==> src/rtl/fft_stage_scheduler_if.sv <==
// Handshake and memory-control bundle between the FFT stage scheduler and its datapath
// (sample RAM, twiddle ROM and butterfly).
interface fft_stage_scheduler_if #(
   parameter int N_LOG2  = 10,
   parameter int STAGE_W = 4
);
   logic                i_start;
   logic                o_busy;
   logic                o_done;
   logic [STAGE_W-1:0]  o_stage;
   logic                o_rd_en;
   logic [N_LOG2-1:0]   o_rd_addr_a;
   logic [N_LOG2-1:0]   o_rd_addr_b;
   logic [N_LOG2-2:0]   o_tw_addr;
   logic                o_bf_start;
   logic                i_bf_valid;
   logic                o_wr_en;
   logic [N_LOG2-1:0]   o_wr_addr_a;
   logic [N_LOG2-1:0]   o_wr_addr_b;
   logic                o_error;

   modport master (
      input  i_start,
      input  i_bf_valid,
      output o_busy,
      output o_done,
      output o_stage,
      output o_rd_en,
      output o_rd_addr_a,
      output o_rd_addr_b,
      output o_tw_addr,
      output o_bf_start,
      output o_wr_en,
      output o_wr_addr_a,
      output o_wr_addr_b,
      output o_error
   );

   modport slave (
      output i_start,
      output i_bf_valid,
      input  o_busy,
      input  o_done,
      input  o_stage,
      input  o_rd_en,
      input  o_rd_addr_a,
      input  o_rd_addr_b,
      input  o_tw_addr,
      input  o_bf_start,
      input  o_wr_en,
      input  o_wr_addr_a,
      input  o_wr_addr_b,
      input  o_error
   );
endinterface

==> src/rtl/fft_stage_scheduler.sv <==
// Radix-2 DIT in-place FFT stage scheduler: issues N/2 butterfly reads per stage, tracks them
// through the butterfly latency and issues the matching write-back, stage by stage.
module fft_stage_scheduler #(
   parameter int N_LOG2     = 10,
   parameter int BF_LATENCY = 3,
   parameter int STAGE_W    = 4
) (
   input  logic                  clk,
   input  logic                  reset_n,
   fft_stage_scheduler_if.master bus
);
   localparam int                 K_W        = N_LOG2 - 1;
   localparam logic [K_W-1:0]     K_LAST     = '1;
   localparam logic [STAGE_W-1:0] STAGE_LAST = STAGE_W'(N_LOG2 - 1);

   typedef enum logic [1:0] {IDLE, ISSUE, DRAIN, DONE} state_t;

   state_t             state_q,     state_d;
   logic [K_W-1:0]     k_q,         k_d;
   logic [STAGE_W-1:0] stage_q,     stage_d;
   logic               busy_q,      busy_d;
   logic               done_q,      done_d;
   logic               error_q,     error_d;
   logic               rd_en_q,     rd_en_d;
   logic [N_LOG2-1:0]  rd_addr_a_q, rd_addr_a_d;
   logic [N_LOG2-1:0]  rd_addr_b_q, rd_addr_b_d;
   logic [K_W-1:0]     tw_addr_q,   tw_addr_d;

   // Index 0 is the butterfly start cycle, index BF_LATENCY is the write-back cycle.
   logic               dl_vld_q [0:BF_LATENCY];
   logic               dl_vld_d [0:BF_LATENCY];
   logic [N_LOG2-1:0]  dl_a_q   [0:BF_LATENCY];
   logic [N_LOG2-1:0]  dl_a_d   [0:BF_LATENCY];
   logic [N_LOG2-1:0]  dl_b_q   [0:BF_LATENCY];
   logic [N_LOG2-1:0]  dl_b_d   [0:BF_LATENCY];

   logic [N_LOG2-1:0]  k_ext;
   logic [N_LOG2-1:0]  half;
   logic [N_LOG2-1:0]  pos;
   logic [N_LOG2-1:0]  grp_base;
   logic [N_LOG2-1:0]  addr_a;
   logic [N_LOG2-1:0]  addr_b;
   logic [STAGE_W-1:0] tw_shift;
   logic               wr_exp;
   logic               pending;

   always_comb begin
      k_ext    = {1'b0, k_q};
      half     = {{(N_LOG2-1){1'b0}}, 1'b1} << stage_q;
      pos      = k_ext & (half - 1'b1);
      grp_base = (k_ext >> stage_q) << (stage_q + 1'b1);
      addr_a   = grp_base | pos;
      addr_b   = addr_a | half;
      tw_shift = STAGE_LAST - stage_q;
   end

   // The final write of a stage is allowed to coincide with the decision to restart ISSUE,
   // because the next read only appears one cycle after that decision.
   always_comb begin
      wr_exp  = dl_vld_q[BF_LATENCY];
      pending = rd_en_q;
      for (int i = 0; i < BF_LATENCY - 1; i++) begin
         pending = pending | dl_vld_q[i];
      end
   end

   always_comb begin
      state_d     = state_q;
      k_d         = k_q;
      stage_d     = stage_q;
      busy_d      = 1'b0;
      done_d      = 1'b0;
      rd_en_d     = 1'b0;
      rd_addr_a_d = '0;
      rd_addr_b_d = '0;
      tw_addr_d   = '0;
      error_d     = error_q | (bus.i_bf_valid != wr_exp);

      case (state_q)
         IDLE: begin
            if (bus.i_start) begin
               state_d = ISSUE;
               k_d     = '0;
               stage_d = '0;
               error_d = 1'b0;
            end
         end
         ISSUE: begin
            busy_d      = 1'b1;
            rd_en_d     = 1'b1;
            rd_addr_a_d = addr_a;
            rd_addr_b_d = addr_b;
            tw_addr_d   = K_W'(pos << tw_shift);
            k_d         = k_q + 1'b1;
            if (k_q == K_LAST) begin
               state_d = DRAIN;
               k_d     = '0;
            end
         end
         DRAIN: begin
            busy_d = 1'b1;
            if (!pending) begin
               if (stage_q == STAGE_LAST) begin
                  state_d = DONE;
               end else begin
                  state_d = ISSUE;
                  stage_d = stage_q + 1'b1;
               end
            end
         end
         DONE: begin
            done_d  = 1'b1;
            stage_d = '0;
            state_d = IDLE;
         end
         default: state_d = IDLE;
      endcase
   end

   always_comb begin
      dl_vld_d[0] = rd_en_q;
      dl_a_d[0]   = rd_addr_a_q;
      dl_b_d[0]   = rd_addr_b_q;
      for (int i = 1; i <= BF_LATENCY; i++) begin
         dl_vld_d[i] = dl_vld_q[i-1];
         dl_a_d[i]   = dl_a_q[i-1];
         dl_b_d[i]   = dl_b_q[i-1];
      end
   end

   always_ff @(posedge clk) begin
      if (!reset_n) begin
         state_q     <= IDLE;
         k_q         <= '0;
         stage_q     <= '0;
         busy_q      <= 1'b0;
         done_q      <= 1'b0;
         error_q     <= 1'b0;
         rd_en_q     <= 1'b0;
         rd_addr_a_q <= '0;
         rd_addr_b_q <= '0;
         tw_addr_q   <= '0;
         for (int i = 0; i <= BF_LATENCY; i++) begin
            dl_vld_q[i] <= 1'b0;
            dl_a_q[i]   <= '0;
            dl_b_q[i]   <= '0;
         end
      end else begin
         state_q     <= state_d;
         k_q         <= k_d;
         stage_q     <= stage_d;
         busy_q      <= busy_d;
         done_q      <= done_d;
         error_q     <= error_d;
         rd_en_q     <= rd_en_d;
         rd_addr_a_q <= rd_addr_a_d;
         rd_addr_b_q <= rd_addr_b_d;
         tw_addr_q   <= tw_addr_d;
         for (int i = 0; i <= BF_LATENCY; i++) begin
            dl_vld_q[i] <= dl_vld_d[i];
            dl_a_q[i]   <= dl_a_d[i];
            dl_b_q[i]   <= dl_b_d[i];
         end
      end
   end

   assign bus.o_busy      = busy_q;
   assign bus.o_done      = done_q;
   assign bus.o_stage     = stage_q;
   assign bus.o_rd_en     = rd_en_q;
   assign bus.o_rd_addr_a = rd_addr_a_q;
   assign bus.o_rd_addr_b = rd_addr_b_q;
   assign bus.o_tw_addr   = tw_addr_q;
   assign bus.o_bf_start  = dl_vld_q[0];
   assign bus.o_wr_en     = dl_vld_q[BF_LATENCY];
   assign bus.o_wr_addr_a = dl_a_q[BF_LATENCY];
   assign bus.o_wr_addr_b = dl_b_q[BF_LATENCY];
   assign bus.o_error     = error_q;

endmodule

==> src/flat_wrapper.sv <==
// flat-port wrapper written by rule: the top's interface ports become plain ports
module fft_stage_scheduler_flat 
#(
   parameter int N_LOG2     = 10,
   parameter int BF_LATENCY = 3,
   parameter int STAGE_W    = 4
)
  (clk, reset_n, bus_i_start, bus_i_bf_valid, bus_o_busy, bus_o_done, bus_o_stage, bus_o_rd_en, bus_o_rd_addr_a, bus_o_rd_addr_b, bus_o_tw_addr, bus_o_bf_start, bus_o_wr_en, bus_o_wr_addr_a, bus_o_wr_addr_b, bus_o_error);
  fft_stage_scheduler_if #(.N_LOG2(N_LOG2), .STAGE_W(STAGE_W)) bus_i ();
  input  logic clk;
  input  logic reset_n;
  input wire logic [$bits(bus_i.i_start)-1:0] bus_i_start;
  input wire logic [$bits(bus_i.i_bf_valid)-1:0] bus_i_bf_valid;
  output wire logic [$bits(bus_i.o_busy)-1:0] bus_o_busy;
  output wire logic [$bits(bus_i.o_done)-1:0] bus_o_done;
  output wire logic [$bits(bus_i.o_stage)-1:0] bus_o_stage;
  output wire logic [$bits(bus_i.o_rd_en)-1:0] bus_o_rd_en;
  output wire logic [$bits(bus_i.o_rd_addr_a)-1:0] bus_o_rd_addr_a;
  output wire logic [$bits(bus_i.o_rd_addr_b)-1:0] bus_o_rd_addr_b;
  output wire logic [$bits(bus_i.o_tw_addr)-1:0] bus_o_tw_addr;
  output wire logic [$bits(bus_i.o_bf_start)-1:0] bus_o_bf_start;
  output wire logic [$bits(bus_i.o_wr_en)-1:0] bus_o_wr_en;
  output wire logic [$bits(bus_i.o_wr_addr_a)-1:0] bus_o_wr_addr_a;
  output wire logic [$bits(bus_i.o_wr_addr_b)-1:0] bus_o_wr_addr_b;
  output wire logic [$bits(bus_i.o_error)-1:0] bus_o_error;
  assign bus_i.i_start = bus_i_start;
  assign bus_i.i_bf_valid = bus_i_bf_valid;
  assign bus_o_busy = bus_i.o_busy;
  assign bus_o_done = bus_i.o_done;
  assign bus_o_stage = bus_i.o_stage;
  assign bus_o_rd_en = bus_i.o_rd_en;
  assign bus_o_rd_addr_a = bus_i.o_rd_addr_a;
  assign bus_o_rd_addr_b = bus_i.o_rd_addr_b;
  assign bus_o_tw_addr = bus_i.o_tw_addr;
  assign bus_o_bf_start = bus_i.o_bf_start;
  assign bus_o_wr_en = bus_i.o_wr_en;
  assign bus_o_wr_addr_a = bus_i.o_wr_addr_a;
  assign bus_o_wr_addr_b = bus_i.o_wr_addr_b;
  assign bus_o_error = bus_i.o_error;
  fft_stage_scheduler #(.N_LOG2(N_LOG2), .BF_LATENCY(BF_LATENCY), .STAGE_W(STAGE_W)) u_core (.clk(clk), .reset_n(reset_n), .bus(bus_i));
endmodule
==> config.mk <==
export PLATFORM = sky130hd
export DESIGN_NAME = fft_stage_scheduler_flat
export DESIGN_NICKNAME = d
export VERILOG_FILES = /design/src/rtl/fft_stage_scheduler_if.sv /design/src/rtl/fft_stage_scheduler.sv /design/src/flat_wrapper.sv
export SDC_FILE = /design/constraint.sdc
export NUM_CORES = 1
export LEC_CHECK = 0
export CELL_PAD_IN_SITES_DETAIL_PLACEMENT = 1
export CELL_PAD_IN_SITES_GLOBAL_PLACEMENT = 1
export CORE_ASPECT_RATIO = 1.5
export CORE_MARGIN = 5
export CORE_UTILIZATION = 45
export DETAILED_ROUTE_END_ITERATION = 6
export GPL_TIMING_DRIVEN = 0
export PLACE_DENSITY_LB_ADDON = 0.1
export SETUP_SLACK_MARGIN = 0.15
export SLEW_MARGIN = 20
export SYNTH_ARGS = -nofsm -noshare
export SYNTH_HDL_FRONTEND = slang
export SYNTH_SLANG_ARGS = --single-unit
==> constraint.sdc <==
create_clock -name clk -period 7.63 [get_ports clk]
set_input_delay 1.526 -clock clk [delete_from_list [all_inputs] [get_ports clk]]
set_output_delay 1.526 -clock clk [all_outputs]
set_load 0.03 [all_outputs]
==> results_dict.tcl, run 1 <==
set metrics [dict create \
    firstDrtPassIters 4 \
    crit_type "reg2reg" \
    arrival_ns 3.97 \
    syn_to_final_growth_pct 25.1 \
    postSynthCellCount 587 \
    gp_congestion 0.931 \
    peakVddDrop_mv 0.132 \
    cts-htree-levels 4 \
    finalClockSkew_ns 0.00959 \
    min_path_type "reg2reg" \
    core_area_um2 12000 \
    dieHeight_um 145 \
    numCtsBuffers 17 \
    dp_hpwl_um 12400 \
    min_period_over_period_pct 48.0 \
    drv_slew 0 \
    place_inst 802 \
    cts-resized-gates 0 \
    met1_usage_pct 25.0 \
    ios 63 \
    powerDensity_nw_per_um2 252 \
    n_fill_cell 1346 \
    met2_usage_pct 42.4 \
    ys_ff_latch 132 \
    synth_ff_type "dfxtp_1" \
    synth-seq-area-share_pct 48.2 \
    fin_cells 833 \
    cp_data_required_time_ns 7.93 \
    clock-root-buffer "clkbuf_16" \
    die_w_um 100 \
    grt_pass1_wl_um 26400 \
    tightest_slew_ns 0.772 \
    cts_hold_buf 0 \
    p_total_mw 1.73 \
    rows 49 \
    place_area_um2 6290 \
    syn_nets 606 \
    die_area_um2 14500 \
    clk_latency_ns 0.41 \
    grt_pass1_vias 4841 \
    path_max_fanout 11 \
    synth-edff-count 0 \
    grt_use_met3_pct 4.85 \
    clock_sinks 132 \
    layout_min_cycle_time_ns 3.67 \
    synthArstFlopShare_pct 0 \
    syn-cell-area_um2 5480 \
    path_clk_slew_ns 0.06 \
    max-clock-path-buffers 2 \
    yosysUniqueCellTypes 64 \
    drive_above_1_share_pct 11.0 \
    grt_antenna_before_repair 0 \
    io_buffers 62 \
    grtUsageTotal_pct 23.6 \
    ff_latch_area_um2 2640 \
    vias 4510 \
    multi_input_area_um2 2490 \
    setup_viol 0 \
    critPathLaunchType "register" \
    finalSetupTns_ns 0 \
    critPathCaptureType "register" \
    final_antenna_net_count 0 \
    cts_tree "done" \
    yosysWarnings 0 \
    p_leak_nw 2.64 \
    post_cts_buffers 0 \
    finalHoldViolations 0 \
    final_core_util_pct 57.4 \
    start_util_pct 45.9 \
    antennaDiodeCount 0 \
    fin_nets 687 \
    grt_max_degree 17 \
    synth_area_per_cell_um2 9.34 \
    drc_errors 0 \
    grt.busiest_layer "met2" \
    post_drt_wl_per_cell_um 19.8 \
    maxCapViolations 0 \
    wl_um 16500 \
    grt_setup_unrepaired "no" \
    slew_headroom_pct 48.3 \
    final_area_um2 6860 \
    drt_iter0_drc 182 \
    viasPerCell 5.41 \
    status "complete, no violations" \
    grt-ovfl-total 0 \
    fmax_ghz 0.273 \
]
## layout by cell type, fill, tap and decap left out, drive strengths merged, types with 3 or more instances in the layout
| master | count |
|---|---|
| ha | 15 |
| nand3 | 18 |
| mux2 | 5 |
| and2 | 89 |
| a21oi | 26 |
| a21boi | 4 |
| dfxtp | 132 |
| clkinv | 7 |
| or3 | 5 |
| nand2b | 5 |
| a32oi | 4 |
| xor2 | 5 |
| buf | 27 |
| or2 | 3 |
| a31oi | 5 |
| clkbuf | 50 |
| nor2b | 9 |
| mux2i | 13 |
| o32ai | 3 |
| o31ai | 3 |
| clkdlybuf4s50 | 62 |
| nand2 | 41 |
| inv | 15 |
| a32o | 4 |
| or3b | 4 |
| nor2 | 37 |
| nor3 | 12 |
| o22ai | 6 |
| nor3b | 3 |
| o21ai | 19 |
| a211oi | 5 |
| xnor2 | 7 |
## worst max-delay path: stages, from the launching register on
cell and delay, ns:
dfxtp_1 0.35, buf_2 0.22, inv_2 0.08, clkbuf_1 0.50, ha_1 0.27, clkbuf_1 0.37
nand2_1 0.18, ha_1 0.31, a21oi_1 0.17, a41oi_1 0.06, a21oi_1 0.55, a211oi_1 0.17
o32ai_1 0.32
## final timing paths
kind / slack (ns) / depth (start not counted) / end / start
setup / recovery: 3.96 / 12 / u_core.bus.o_tw_addr[7]$_SDFF_PP0_ / u_core.bus.o_stage[0]$_SDFFE_PN0P_
hold / removal: 0.43 / 1 / u_core.dl_a_q[2][7]$_SDFF_PN0_ / u_core.dl_a_q[1][7]$_SDFF_PN0_
setup reg to reg: 3.96 / 12 / u_core.bus.o_tw_addr[7]$_SDFF_PP0_ / u_core.bus.o_stage[0]$_SDFFE_PN0P_
hold reg to reg: 0.43 / 1 / u_core.dl_a_q[2][7]$_SDFF_PN0_ / u_core.dl_a_q[1][7]$_SDFF_PN0_
## metrics by stage
step,worst slack [ns],hold WS (ns)
CTS,4.04,0.436
global placement,4.05,0.413
finish,3.96,0.431
detailed placement,4.05,0.421
global route,3.78,0.444
floorplan,4.83,0.412
## sequential cells by signal, indices dropped and copies added (netlist names)
signal                  count
u_core.bus.o_busy           1
u_core.bus.o_rd_addr_a     10
u_core.dl_a_q              40
u_core.bus.o_tw_addr        9
u_core.bus.o_error          1
u_core.dl_b_q              40
u_core.dl_vld_q             4
u_core.state_q              2
u_core.bus.o_stage          4
u_core.bus.o_done           1
u_core.bus.o_rd_addr_b     10
u_core.bus.o_rd_en          1
u_core.k_q                  9
## power breakdown
part | switching, mW | total (mW) | internal, mW
clock | 0.305 | 0.766 | 0.460
combinational | 0.152 | 0.233 | 0.0804
sequential | 0.0199 | 0.729 | 0.709
## cells in the mapped netlist (4+ instances only)
master	n	area [um2]
nor3_1	12	60.1
nor2b_1	9	56.3
a21oi_1	26	130
a31oi_1	5	31.3
ha_1	15	188
buf_4	20	150
nand3_1	18	90.1
o22ai_1	5	31.3
a32o_1	4	40.0
nand2b_1	5	31.3
o21ai_1	6	30.0
a32oi_1	4	35.0
xor2_1	5	43.8
clkbuf_1	32	120
inv_2	4	15.0
nand2_1	41	154
xnor2_1	7	61.3
buf_2	7	35.0
and2_1	89	557
inv_1	6	22.5
dfxtp_1	132	2640
a211oi_1	5	37.5
nor2_1	37	139
mux2i_1	13	130
mux2_2	5	56.3
or3_1	5	31.3
o21ai_0	13	65.1
## final cells by class
cell class,instances,share of cell area [%]
Tap cell,153,2.79
Buffer,59,4.45
Timing Repair Buffer,62,9.05
Clock buffer,18,6.40
Inverter,11,0.602
Sequential cell,132,38.5
Clock inverter,13,1.82
Multi-Input combinational cell,385,36.3
## kinds of logic (layout without fill, tap and decap cells)
kind of cell,Yosys count,after routing,synth area share [%]
and+or+nand+nor,236,236,23.1
adders and majority gates,15,15,3.42
xor gates and xnor gates,12,12,1.92
muxes,18,18,3.40
AOI/OAI and AO/OA,104,104,13.6
buffers and inverters,70,163,6.32
DFF,132,132,48.2
## routing by layer
layer  vias to the layer above  wire length, um
li1                       2153                -
met1                      2189             6140
met2                       120             8820
met3                        48              633
met4                         0              898
met5                         -                0
Note: power is estimated with default switching activity, not from simulation.
==> inputs of run 2 (changes only) <==
Settings changed: CORE_UTILIZATION 45 to 39.
Clock period 7.63 ns to 3.3 ns, I/O delays scaled along.
==> results_dict.tcl, run 2 (synthesis gave the netlist of run 1 again) <==
set metrics [dict create \
    crit_type "reg2reg" \
    tightest_slew_ns 0.840 \
    fin_nets 686 \
    reg2reg_from "u_core.bus.o_stage[0]$_SDFFE_PN0P_" \
    grt-ovfl-total 0 \
    max-clock-path-buffers 2 \
    drive_above_1_share_pct 12.4 \
    n_fill_cell 1585 \
    grt_pass1_vias 4795 \
    gp_congestion 1.02 \
    grt_setup_unrepaired "no" \
    io_buffers 62 \
    ios 63 \
    final_common_cell "dfxtp_1" \
    slew_headroom_pct 43.8 \
    multi_input_area_um2 2500 \
    internal_power_mw 2.88 \
    p_sw_mw 1.12 \
    finalClockSkew_ns 0.0101 \
    r2r_end "u_core.bus.o_rd_addr_a[8]$_SDFF_PN0_" \
    path_max_fanout 12 \
    dp_slack_ns -0.351 \
    die_area_um2 16600 \
    maxCapViolations 0 \
    pwr-share-clk_pct 44.6 \
    min_delay_path_depth 1 \
    cts_hold_buf 0 \
    critPathCaptureType "register" \
    final_antenna_net_count 0 \
    dieHeight_um 155 \
    min_period_over_period_pct 89.5 \
    firstDrtPassIters 5 \
    power_frac_seq_pct 42.0 \
    grt_antenna_before_repair 0 \
    hold_end "u_core.dl_b_q[1][1]$_SDFF_PN0_" \
    final_cell_mix "dfxtp_1, and2_1, clkdlybuf4s50_1, nand2_1, nor2_1" \
    fin_ws_ns 0.348 \
    clock_sinks 132 \
    core_area_um2 13900 \
    viasPerCell 5.25 \
    finalHoldViolations 0 \
    fmax_ghz 0.339 \
    grt_pass1_wl_um 25600 \
    antennaDiodeCount 0 \
    pwr-share-comb_pct 13.3 \
    dp_hpwl_um 12400 \
    p_sw_share_pct 28.0 \
    place_inst 814 \
    vias 4435 \
    drv_slew 0 \
    arrival_ns 3.28 \
    numCtsBuffers 17 \
    whs_ns 0.429 \
    status "complete, no violations" \
    cts_tree "done" \
    grt_max_degree 17 \
    setup_viol 0 \
    clk_latency_ns 0.40 \
    peakVddDrop_mv 0.339 \
    clock-root-buffer "clkbuf_16" \
    syn_to_final_growth_pct 25.7 \
    die_w_um 107 \
    start_util_pct 39.4 \
    post_drt_wl_per_cell_um 19.2 \
    drc_errors 0 \
    reg.largest.list "u_core.dl_a_q x40, u_core.dl_b_q x40" \
    cts-htree-levels 4 \
    powerDensity_nw_per_um2 581 \
    cp_data_required_time_ns 3.62 \
    min_path_type "reg2reg" \
    r2r_slack_ns 0.35 \
    layout_min_cycle_time_ns 2.95 \
    p_leak_nw 2.65 \
    grtUsageTotal_pct 20.1 \
    fin_cells 845 \
    wl_um 16200 \
    hp-start "u_core.dl_b_q[0][1]$_SDFF_PN0_" \
    path_clk_slew_ns 0.06 \
    rows 53 \
    rr_worst_depth 10 \
    critPathLaunchType "register" \
    drt_iter0_drc 203 \
    p_total_mw 4.01 \
    final_core_util_pct 49.5 \
    ff_latch_area_um2 2640 \
]
[run 2: cell types whose count changed in the layout (fill, tap and decap cells not counted), moves of 2 or more]
cell / previous run / this run
clkbuf_1: 32 / 25
clkbuf_2: 0 / 7
clkinv_2: 3 / 0
clkinvlp_4: 1 / 4
inv_6: 4 / 6
[run 2: worst max-delay path by stage]
| stage | startpoint | to | slack, ns | cells after the start |
|---|---|---|---|---|
| 3_5_place_dp | u_core.bus.o_stage[0]$_SDFFE_PN0P_ | u_core.bus.o_tw_addr[7]$_SDFF_PP0_ | -0.35 | 12 |
| 5_1_grt | u_core.bus.o_stage[2]$_SDFFE_PN0P_ | u_core.bus.o_rd_addr_b[9]$_SDFF_PN0_ | 0.17 | 10 |
| 2_1_floorplan | u_core.bus.o_stage[1]$_SDFFE_PN0P_ | u_core.bus.o_rd_addr_b[8]$_SDFF_PN0_ | 0.50 | 10 |
| 4_1_cts | u_core.bus.o_stage[1]$_SDFFE_PN0P_ | u_core.bus.o_tw_addr[8]$_SDFF_PN0_ | 0.17 | 11 |
| 3_3_place_gp | u_core.bus.o_stage[1]$_SDFFE_PN0P_ | u_core.bus.o_rd_addr_b[9]$_SDFF_PN0_ | -0.35 | 9 |
| 6_report | u_core.bus.o_stage[0]$_SDFFE_PN0P_ | u_core.bus.o_rd_addr_a[8]$_SDFF_PN0_ | 0.35 | 10 |
[run 2: what timing repair did]
item                       CTS  global route
setup endpoints to repair   24            17
hold endpoints to repair     0             0
buffers inserted             0             0
resized for setup            5             7
[run 2: through the flow]
stage | area [um2] | setup TNS [ns]
4_1_cts | 6880 | 0
3_5_place_dp | 6310 | -2.99
3_3_place_gp | 6310 | -3.37
2_1_floorplan | 5480 | 0
5_1_grt | 6890 | 0
6_report | 6890 | 0
[run 2: area by class of cell]
type	count	area share [%]
plain buffers	58	4.50
clock buffers	18	6.23
clock inverters	14	2.05
inverters	11	0.599
multi-input cells	385	36.2
flip-flops and latches	132	38.4
well taps	165	3.00
repair buffers	62	9.01
[run 2: power groups by stage]
stage                     Sequential, mW  Clock, mW  Combinational [mW]
after CTS                           1.68       1.83               0.538
after global placement              1.72          0               0.532
final                               1.68       1.79               0.535
after detailed placement            1.72          0               0.536
after global routing                1.69       1.92               0.587
after floorplan                     1.73          0               0.340
[run 2: critical path: stages, from the launching register on]
cell	delay [ns]
dfxtp_1	0.42
buf_2	0.30
inv_2	0.19
ha_1	0.33
clkbuf_2	0.23
mux2_2	0.28
a21oi_1	0.07
o21ai_0	0.26
a21oi_1	0.16
a2111oi_4	0.47
o21bai_1	0.16
[run 2: metal layers]
layer	vias up	global-route usage [%]	share of wire [%]
li1	2143	-	-
met1	2151	21.7	38
met2	114	36.5	53
met3	27	2.99	3.7
met4	0	12.2	5.1
met5	-	0	0
==> inputs of run 3 (changes only) <==
Settings changed: CORE_MARGIN 5 to 10.
==> results_dict.tcl, run 3 (synthesis gave the netlist of run 1 again) <==
set metrics [dict create \
    reg2reg_from "u_core.bus.o_stage[0]$_SDFFE_PN0P_" \
    drt_iter0_drc 185 \
    path_cells "buf_2, inv_2, ha_1, clkbuf_2, clkbuf_2, a311oi_1, a211oi_1, a21oi_1" \
    path_clk_slew_ns 0.06 \
    finalHoldViolations 0 \
    vias 4393 \
    syn_to_final_growth_pct 26.6 \
    whs_ns 0.425 \
    die_w_um 117 \
    cts_tree "done" \
    crit_top_cell "clkbuf_2" \
    dieHeight_um 165 \
    p_sw_mw 1.13 \
    r2r_end "u_core.bus.o_rd_addr_b[3]$_SDFF_PN0_" \
    pwr-share-comb_pct 12.9 \
    die_area_um2 19300 \
    hold_end "u_core.dl_a_q[1][2]$_SDFF_PN0_" \
    gp_congestion 0.990 \
    wl_um 16700 \
    hp-start "u_core.dl_a_q[0][2]$_SDFF_PN0_" \
    crit_type "reg2reg" \
    max_stage_delay_ns 0.51 \
    final_common_cell "dfxtp_1" \
    core_area_um2 13900 \
    post_drt_wl_per_cell_um 19.8 \
    final_cell_mix "dfxtp_1, and2_1, clkdlybuf4s50_1, nand2_1, nor2_1" \
    power_frac_seq_pct 40.5 \
    clock_sinks 132 \
    post_cts_buffers 0 \
    arrival_ns 3.22 \
    rr_worst_depth 8 \
    layout_min_cycle_time_ns 2.95 \
    pwr-share-clk_pct 46.6 \
    grt_setup_unrepaired "yes" \
    start_util_pct 39.4 \
    grt_pass1_wl_um 26400 \
    critPathCaptureType "register" \
    reg.largest.list "u_core.dl_a_q x40, u_core.dl_b_q x40" \
    grtUsageTotal_pct 18.0 \
    internal_power_mw 3.04 \
    rows 53 \
    p_total_mw 4.17 \
    firstDrtPassIters 4 \
    viasPerCell 5.20 \
    max-clock-path-buffers 2 \
    min_delay_path_depth 1 \
    maxCapViolations 0 \
    slew_headroom_pct 43.8 \
    status "complete, no violations" \
    drv_slew 0 \
    r2r_slack_ns 0.35 \
    grt-ovfl-total 0 \
    min_path_type "reg2reg" \
    cts-htree-levels 4 \
    finalClockSkew_ns 0.0155 \
    powerDensity_nw_per_um2 601 \
    fin_cells 844 \
    fin_nets 686 \
    crit_start "u_core.bus.o_stage[0]$_SDFFE_PN0P_" \
    place_area_um2 6310 \
    place_inst 814 \
    numCtsBuffers 17 \
    dp_hpwl_um 12700 \
    peakVddDrop_mv 0.270 \
    grt_antenna_before_repair 0 \
    fmax_ghz 0.339 \
    final_core_util_pct 49.8 \
    ios 63 \
    cp_data_required_time_ns 3.56 \
    clock-root-buffer "clkbuf_16" \
    grt_pass1_vias 4662 \
    setup_viol 0 \
    drc_errors 0 \
    p_sw_share_pct 27.0 \
    grt_max_degree 17 \
    final_antenna_net_count 0 \
    p_leak_nw 2.67 \
    antennaDiodeCount 0 \
    critPathLaunchType "register" \
    final_area_um2 6940 \
    io_buffers 62 \
    clk_latency_ns 0.41 \
    drive_above_1_share_pct 12.7 \
    slowest_stage "a211oi_1" \
    tightest_slew_ns 0.840 \
    min_period_over_period_pct 89.5 \
    path_max_fanout 12 \
]
[run 3: changes by cell type in the layout (fill, tap and decap cells not counted), sizes merged]
| cell | change |
|---|---|
| bufinv | +2 |
| clkinvlp | -1 |
| inv | -3 |
| clkinv | +1 |
[run 3: worst max-delay path by stage]
stage | to | slack (ns)
6_report | u_core.bus.o_rd_addr_b[3]$_SDFF_PN0_ | 0.35
5_1_grt | u_core.bus.o_tw_addr[7]$_SDFF_PP0_ | 0.14
4_1_cts | u_core.bus.o_rd_addr_b[3]$_SDFF_PN0_ | 0.10
3_5_place_dp | u_core.bus.o_rd_addr_b[3]$_SDFF_PN0_ | -0.37
3_3_place_gp | u_core.bus.o_rd_addr_b[3]$_SDFF_PN0_ | -0.43
2_1_floorplan | u_core.bus.o_rd_addr_b[8]$_SDFF_PN0_ | 0.50
[run 3: metrics by stage]
step | setup TNS, ns | setup WS [ns]
after floorplan | 0 | 0.501
after global placement | -4.34 | -0.427
after detailed placement | -3.50 | -0.374
after CTS | 0 | 0.100
after global routing | 0 | 0.145
final | 0 | 0.347
[run 3: power groups by stage]
| stage | clock [mW] | sequential [mW] | combinational (mW) |
|---|---|---|---|
| after global routing | 2.07 | 1.69 | 0.597 |
| after detailed placement | 0 | 1.72 | 0.537 |
| final | 1.94 | 1.69 | 0.538 |
| after CTS | 1.99 | 1.69 | 0.540 |
| after global placement | 0 | 1.72 | 0.538 |
| after floorplan | 0 | 1.73 | 0.340 |
[run 3: final cells by class]
cell class	instances	area, um2
fillers	1599	6990
flip-flops and latches	132	2640
multi-input cells	385	2500
repair buffers	62	621
clock buffers	18	439
plain buffers	58	310
well taps	165	206
clock inverters	13	174
inverters	11	42.5
[run 3: what timing repair did]
action | 4_1_cts | 5_1_grt
resized for setup | 6 | 8
setup endpoints to repair | 25 | 21
endpoints found under the hold margin | 0 | 0
hold buffers | 0 | 0
cloned | 0 | 0
[run 3: critical path: cells and delay by family (launching register included)]
| kind | cells | cell delay, ns |
|---|---|---|
| fa+ha+maj | 1 | 0.32 |
| buf+inv | 4 | 1.12 |
| compound gates | 3 | 0.91 |
| flops | 1 | 0.44 |
[run 3: layer usage]
metal  up-vias  global-route usage [%]  part of all wire [%]
met5         -                       0                     0
met3        30                    2.78                   2.8
met1      2130                    18.9                    38
li1       2141                       -                     -
met4         0                    9.70                   4.4
met2        92                    33.2                    54
